## src/rtl/mem_stage_hs_pkg.sv

```systemverilog
// mem_stage_hs_pkg -- shared definitions for the MEM pipeline stage.
//   ld_op_e     : load operation encodings as delivered by EX
//   ms_state_e  : bus-response tracking states of the MEM stage
//   norm_ld_op  : folds illegal load encodings onto LD_W
package mem_stage_hs_pkg;

  typedef enum logic [2:0] {
    LD_W  = 3'd0,
    LD_B  = 3'd1,
    LD_BU = 3'd2,
    LD_H  = 3'd3,
    LD_HU = 3'd4,
    LD_WU = 3'd5,
    LD_D  = 3'd6
  } ld_op_e;

  typedef enum logic [1:0] {
    MS_IDLE   = 2'd0,
    MS_WAIT   = 2'd1,
    MS_HOLD   = 2'd2,
    MS_CANCEL = 2'd3
  } ms_state_e;

  // WU and D only exist on a 64-bit datapath; everything unknown behaves as W.
  function automatic ld_op_e norm_ld_op(input logic [2:0] op, input logic is_64);
    ld_op_e r;
    case (op)
      3'd1:    r = LD_B;
      3'd2:    r = LD_BU;
      3'd3:    r = LD_H;
      3'd4:    r = LD_HU;
      3'd5:    r = is_64 ? LD_WU : LD_W;
      3'd6:    r = is_64 ? LD_D : LD_W;
      default: r = LD_W;
    endcase
    return r;
  endfunction

endpackage

```

## src/rtl/mem_stage_hs_load_align.sv

```systemverilog
// load_align -- combinational load data alignment.
//   rdata    : raw bus read data word
//   byte_ofs : byte offset of the load address within the word
//   ld_op    : normalised load operation (ld_op_e encoding)
//   data     : read data shifted down to bit 0 and sign/zero extended
module load_align
  import mem_stage_hs_pkg::*;
#(
  parameter int XLEN     = 32,
  parameter int BYTE_OFS = $clog2(XLEN / 8)
) (
  input  logic [XLEN-1:0]     rdata,
  input  logic [BYTE_OFS-1:0] byte_ofs,
  input  logic [2:0]          ld_op,
  output logic [XLEN-1:0]     data
);

  logic [BYTE_OFS+2:0] shamt;
  logic [XLEN-1:0]     shifted;

  assign shamt   = {byte_ofs, 3'b000};
  assign shifted = rdata >> shamt;

  // A size cast of a signed operand sign-extends, which avoids zero-width
  // replications when XLEN is 32 and the operand is a full word.
  always_comb begin
    data = shifted;
    case (ld_op_e'(ld_op))
      LD_B:    data = XLEN'($signed(shifted[7:0]));
      LD_BU:   data = XLEN'(shifted[7:0]);
      LD_H:    data = XLEN'($signed(shifted[15:0]));
      LD_HU:   data = XLEN'(shifted[15:0]);
      LD_W:    data = XLEN'($signed(shifted[31:0]));
      LD_WU:   data = XLEN'(shifted[31:0]);
      LD_D:    data = shifted;
      default: data = XLEN'($signed(shifted[31:0]));
    endcase
  end

endmodule

```

## src/rtl/mem_stage_hs.sv

```systemverilog
// mem_stage_hs -- MEM pipeline stage with valid/allowin handshakes and
// bus-response tracking (wait, hold, cancel of an orphaned response).
//   clk, resetn         : clock, synchronous active-low reset
//   es_*                : instruction offered by EX (valid, pc, alu result /
//                         address, load info, regfile write info, bus request)
//   ms_allowin          : MEM accepts an instruction this cycle
//   flush               : discard the instruction held in MEM
//   data_ok, data_rdata : bus response strobe and read data
//   ws_allowin          : WB accepts; ms_to_ws_valid offers to WB
//   ms_pc, ms_rf_*      : instruction PC and regfile write info for WB
//   ms_fwd_valid        : ms_rf_wdata is final and may be forwarded
//   ms_ale              : misaligned load exception
module mem_stage_hs
  import mem_stage_hs_pkg::*;
#(
  parameter int XLEN     = 32,
  parameter int BYTE_OFS = $clog2(XLEN / 8)
) (
  input  logic            clk,
  input  logic            resetn,
  input  logic            es_to_ms_valid,
  output logic            ms_allowin,
  input  logic [XLEN-1:0] es_pc,
  input  logic [XLEN-1:0] es_alu_result,
  input  logic            es_res_from_mem,
  input  logic            es_mem_req,
  input  logic [2:0]      es_ld_op,
  input  logic            es_rf_we,
  input  logic [4:0]      es_rf_waddr,
  input  logic            flush,
  input  logic            data_ok,
  input  logic [XLEN-1:0] data_rdata,
  input  logic            ws_allowin,
  output logic            ms_to_ws_valid,
  output logic [XLEN-1:0] ms_pc,
  output logic            ms_rf_we,
  output logic [4:0]      ms_rf_waddr,
  output logic [XLEN-1:0] ms_rf_wdata,
  output logic            ms_fwd_valid,
  output logic            ms_ale
);

  localparam logic IS_64 = (XLEN == 64);

  ms_state_e       state_reg, state_next;
  logic            ms_valid_reg, ms_valid_next;
  logic [XLEN-1:0] pc_reg, alu_result_reg, hold_reg;
  logic            res_from_mem_reg, rf_we_reg;
  logic [4:0]      rf_waddr_reg;
  ld_op_e          ld_op_reg;

  logic            ms_ready_go, ms_go, es_fire, hold_load;
  logic            misaligned, owe_response;
  logic [XLEN-1:0] load_src, load_data;

  // ---------------- handshake ----------------
  always_comb begin
    ms_ready_go = 1'b0;
    case (state_reg)
      MS_IDLE:   ms_ready_go = 1'b1;
      MS_HOLD:   ms_ready_go = 1'b1;
      MS_WAIT:   ms_ready_go = data_ok || ms_ale;
      MS_CANCEL: ms_ready_go = 1'b0;
      default:   ms_ready_go = 1'b0;
    endcase
  end

  // A misaligned load may leave WAIT before its response arrives; the stage
  // then heads to CANCEL, so it must not accept a new instruction that cycle.
  assign owe_response = (state_reg == MS_WAIT) && !data_ok;

  assign ms_allowin = (state_reg != MS_CANCEL) && !(ms_ale && owe_response) &&
                      (!ms_valid_reg || (ms_ready_go && ws_allowin));

  assign es_fire        = es_to_ms_valid && ms_allowin && !flush;
  assign ms_go          = ms_valid_reg && ms_ready_go && ws_allowin;
  assign ms_to_ws_valid = ms_valid_reg && ms_ready_go && !flush;

  // ---------------- response FSM ----------------
  always_comb begin
    state_next    = state_reg;
    ms_valid_next = ms_valid_reg;
    hold_load     = 1'b0;

    if (ms_go)   ms_valid_next = 1'b0;
    if (es_fire) ms_valid_next = 1'b1;
    if (flush)   ms_valid_next = 1'b0;

    case (state_reg)
      MS_IDLE: begin
        if (es_fire) state_next = es_mem_req ? MS_WAIT : MS_IDLE;
      end
      MS_WAIT: begin
        if (data_ok) begin
          if (flush) begin
            state_next = MS_IDLE;          // response consumed with the flush
          end else begin
            hold_load = 1'b1;
            if (ws_allowin) state_next = (es_fire && es_mem_req) ? MS_WAIT : MS_IDLE;
            else            state_next = MS_HOLD;
          end
        end else if (flush || ms_go) begin
          state_next = MS_CANCEL;          // response still owed, nobody wants it
        end
      end
      MS_HOLD: begin
        if (flush)      state_next = MS_IDLE;
        else if (ms_go) state_next = (es_fire && es_mem_req) ? MS_WAIT : MS_IDLE;
      end
      MS_CANCEL: begin
        // Stay here even on flush: the orphaned response must still be eaten.
        if (data_ok) state_next = MS_IDLE;
      end
      default: state_next = MS_IDLE;
    endcase
  end

  always_ff @(posedge clk) begin
    if (!resetn) begin
      state_reg    <= MS_IDLE;
      ms_valid_reg <= 1'b0;
      hold_reg     <= '0;
    end else begin
      state_reg    <= state_next;
      ms_valid_reg <= ms_valid_next;
      if (hold_load) hold_reg <= data_rdata;
    end
  end

  // ---------------- instruction latch ----------------
  always_ff @(posedge clk) begin
    if (!resetn) begin
      pc_reg           <= '0;
      alu_result_reg   <= '0;
      res_from_mem_reg <= 1'b0;
      rf_we_reg        <= 1'b0;
      rf_waddr_reg     <= '0;
      ld_op_reg        <= LD_W;
    end else if (es_fire) begin
      pc_reg           <= es_pc;
      alu_result_reg   <= es_alu_result;
      res_from_mem_reg <= es_res_from_mem;
      rf_we_reg        <= es_rf_we;
      rf_waddr_reg     <= es_rf_waddr;
      ld_op_reg        <= norm_ld_op(es_ld_op, IS_64);
    end
  end

  // ---------------- load data and exceptions ----------------
  always_comb begin
    misaligned = 1'b0;
    case (ld_op_reg)
      LD_H, LD_HU: misaligned = alu_result_reg[0];
      LD_W, LD_WU: misaligned = |alu_result_reg[1:0];
      LD_D:        misaligned = |alu_result_reg[2:0];
      default:     misaligned = 1'b0;
    endcase
  end

  assign load_src = (state_reg == MS_HOLD) ? hold_reg : data_rdata;

  load_align #(
    .XLEN     (XLEN),
    .BYTE_OFS (BYTE_OFS)
  ) u_load_align (
    .rdata    (load_src),
    .byte_ofs (alu_result_reg[BYTE_OFS-1:0]),
    .ld_op    (ld_op_reg),
    .data     (load_data)
  );

  assign ms_ale       = ms_valid_reg && res_from_mem_reg && misaligned;
  assign ms_pc        = pc_reg;
  assign ms_rf_waddr  = rf_waddr_reg;
  assign ms_rf_we     = rf_we_reg && ms_valid_reg && !ms_ale;
  assign ms_rf_wdata  = res_from_mem_reg ? load_data : alu_result_reg;
  assign ms_fwd_valid = ms_valid_reg && ms_rf_we && ms_ready_go;

endmodule

```

## config.mk

```make
export PLATFORM = sky130hd
export DESIGN_NAME = mem_stage_hs
export DESIGN_NICKNAME = d
export VERILOG_FILES = /design/src/rtl/mem_stage_hs_pkg.sv /design/src/rtl/mem_stage_hs_load_align.sv /design/src/rtl/mem_stage_hs.sv
export SDC_FILE = /design/constraint.sdc
export NUM_CORES = 1
export LEC_CHECK = 0
export CAP_MARGIN = 20
export CORE_UTILIZATION = 41
export CTS_CLUSTER_SIZE = 10
export DETAILED_ROUTE_END_ITERATION = 6
export GPL_ROUTABILITY_DRIVEN = 1
export PLACE_DENSITY = 0.79
export SYNTH_ARGS = -nofsm -noshare
export SYNTH_HDL_FRONTEND = slang
export SYNTH_SLANG_ARGS = --single-unit
```

## constraint.sdc

```tcl
create_clock -name clk -period 3.3 [get_ports clk]
set_clock_uncertainty 0.2 [all_clocks]
set_input_delay 0.495 -clock clk [delete_from_list [all_inputs] [get_ports clk]]
set_output_delay 0.495 -clock clk [all_outputs]
set_load 0.02 [all_outputs]
```

==> qor.yml <==
cts:
  cts-root-buf: "clkbuf_16"
  htreeDepth: 3
  clk_pin_slew_ps: 70
  clock-sinks: 109
  cts_tree: "done"
  hold_buffers: 0
  cts_buffer_depth: 2
  insertion_delay_ps: 350
  cts_made_buffers: 9
detailed_routing:
  initialDrtViolationCount: 424
  wire_per_inst_um: 15.6
  drc_errors: 0
  vias_per_cell: 5.13
  drt-pass1-iter-count: 5
  vias: 5524
  drt-total-wl_um: 16800
  ant_nets: 0
logic_synthesis:
  synth_area_mm2: 0.00566
  synth_compound_area_share_pct: 25.9
  synth_area_per_cell_um2: 7.77
  synth_top_family_by_area: "compound AO/OA/AOI/OAI gates"
  synth_top_area_cell: "dfxtp_1"
  synth.area.mux_share_pct: 6.30
  syn_nets: 841
  synth_area_leaders: "dfxtp_1 39%, nand2_1 17%, a21boi_0 14%"
  synth_cell_types: 43
  synth-warning-count: 0
  synthAdderAreaFrac_pct: 0
  seq_area_frac_synth_pct: 38.6
  netlist.area_leader.share_pct: 38.6
  yosys_register_bits: 109
  syn_inst: 728
  synth_xor_area_share_pct: 0.310
  yosys.area_share.simple_pct: 24.1
worst_hold_path:
  whs_path_depth: 2
  hold_path.class: "flop to flop"
  hold_path_end: "hold_reg[7]"
  min_from: "hold_reg[7]"
timing:
  fmax_mhz: 309
  post-route-min-period_ps: 3240
  fin_crit_sh_pct: 98.2
  slew-limit-headroom_pct: 57.5
  setup_ws_ps: 59.6
  setup_violations: 0
  rsz0062_at_grt: "false"
  hold_viol: 0
  worst_pin_slew_ps: 637
  finalSetupTns_ps: 0
  slew_viol_final: 0
final_layout:
  stdcell_area_mm2: 0.00800
  drive_gt1_share_pct: 10.3
  area_growth_pct: 41.4
  nFillCells: 1244
  multi_input_area_mm2: 0.00327
  final_common_cell: "nand2_1"
  final_cells: 1076
  antenna_cells: 0
  ff_latch_area_mm2: 0.00219
  final_nets: 1008
  final_cell_mix: "258 x nand2_1, 155 x clkdlybuf4s50_1, 107 x a21boi_0"
global_route:
  grt_max_degree: 75
  grt_pass1_wl_um: 26600
  grt_use_total_pct: 23.7
  grt.overflow.total: 0
  grt_pass1_vias: 5213
  antenna_found_initial: 0
setup_path:
  reg2reg_depth: 6
  end_kind: "primary output"
  worstPathMaxFanout: 7
  critPathKind: "flop to primary output"
  worst_ep_required_time_ps: 2600
  rr_endpoint: "ms_pc[10]"
  cp.arrival_ps: 2550
  cp_slowest_cell: "clkdlybuf4s50_1"
  path_cells: "and2_1, o2bb2ai_1, o211ai_1, a2111oi_1, clkdlybuf4s50_1"
  slowest_delay_ps: 710
  timing.rr.start: "state_reg[1]"
  cp-start-kind: "flop"
  r2r_setup_slack_ps: 910
place:
  port_buffers: 186
  placed_cells: 1060
  dp_hpwl_um: 12200
  gp_congestion: 0.939
  place_ws_ps: -322
  dpl_cell_area_mm2: 0.00776
power_and_ir_drop:
  p_total_mw: 3.09
  clockPowerShare_pct: 33.0
  switchingPower_mw: 0.882
  power_density_mw_per_mm2: 386
  p_int_mw: 2.20
  seqPwrFrac_pct: 45.1
  power.leakage_nw: 3.10
  sw_frac_of_total_pct: 28.6
  vdd_ir_drop_max_v: 0.000202
  combPwrFrac_pct: 21.8
floorplanning:
  start_util_pct: 42.4
  pin_count: 187
  die_y_um: 119
  std_cell_rows: 42
  die_area_mm2: 0.0143
  die_width_um: 119
  core_mm2: 0.0133
status:
  status: "completed"
run:
  max-cap-violations: 0
-- stage by stage --
step           util [%]  hold WS (ps)
2_1_floorplan         -           239
3_3_place_gp       58.1           248
3_5_place_dp       58.1           251
4_1_cts            60.3           261
5_1_grt            59.9           281
6_report           59.9           258
-- cells by family after synthesis --
group	after synthesis
flip-flops	109
AND/OR/NAND/NOR	338
AO/OA/AOI/OAI	181
buffers and inverters	63
multiplexers	35
XOR/XNOR	2
-- cells in the mapped netlist, drive strengths merged --
master / number
nand2: 258
nor2: 44
a21boi: 107
xor2: 1
nor3: 2
a211o: 1
a41oi: 1
mux2: 2
inv: 4
dfxtp: 109
nand3: 6
nor2b: 5
or2: 1
nand2b: 4
o21a: 1
o22ai: 8
clkinv: 1
a21oi: 14
clkbuf: 39
and2: 3
buf: 19
or3: 8
nand3b: 2
xnor2: 1
mux2i: 33
a211oi: 2
o21ai: 12
o211ai: 7
o2bb2ai: 2
a2111oi: 4
a31oi: 22
nor3b: 1
nand4b: 2
and3: 2
-- how the worst max path moves through the flow --
stage	startpoint	to	slack [ps]	cells past startpoint
after floorplan	alu_result_reg[0]	ms_to_ws_valid	400	5
after global placement	data_rdata[31]	ms_rf_wdata[30]	-310	8
after detailed placement	data_rdata[31]	ms_rf_wdata[19]	-320	8
after CTS	data_rdata[31]	ms_rf_wdata[19]	-20	8
after global routing	ld_op_reg[1]	ms_to_ws_valid	5	5
final	ld_op_reg[1]	ms_to_ws_valid	60	5
-- power by group through the flow --
stage	clock network (mW)	logic (mW)	registers [mW]
floorplan	0	0.320	1.44
global placement	0	0.688	1.42
detailed placement	0	0.688	1.42
CTS	1.05	0.680	1.39
global route	1.10	0.724	1.40
finish	1.02	0.674	1.39
-- layout make-up --
type	count	area share [%]
Tap cell	176	2.75
Clock buffer	10	2.86
Clock inverter	6	0.594
Sequential cell	109	27.3
Inverter	5	0.235
Multi-Input combinational cell	556	40.9
Timing Repair Buffer	214	25.4
-- repair_timing --
action                                  in CTS  in global routing
pin swaps                                    0                  2
gates resized for setup                     59                 41
setup buffers                                0                  0
hold endpoints to repair                     0                  0
endpoints found under the setup margin      31                 31
-- metal layers --
metal	vias up	GRT usage [%]	part of all wire, %
li1	2768	-	-
met1	2547	32.3	46
met2	183	37.1	46
met3	26	3.83	5.4
met4	0	9.69	2.3
met5	-	0	0
-- worst max-delay path: cells and delay by family, from the launching register on --
family / cells / cell delay (ps)
buffers and inverters: 1 / 710
AOI/OAI and AO/OA: 3 / 790
DFF: 1 / 500
and+or+nand+nor: 1 / 200
Power figures use the tool's default switching activity.
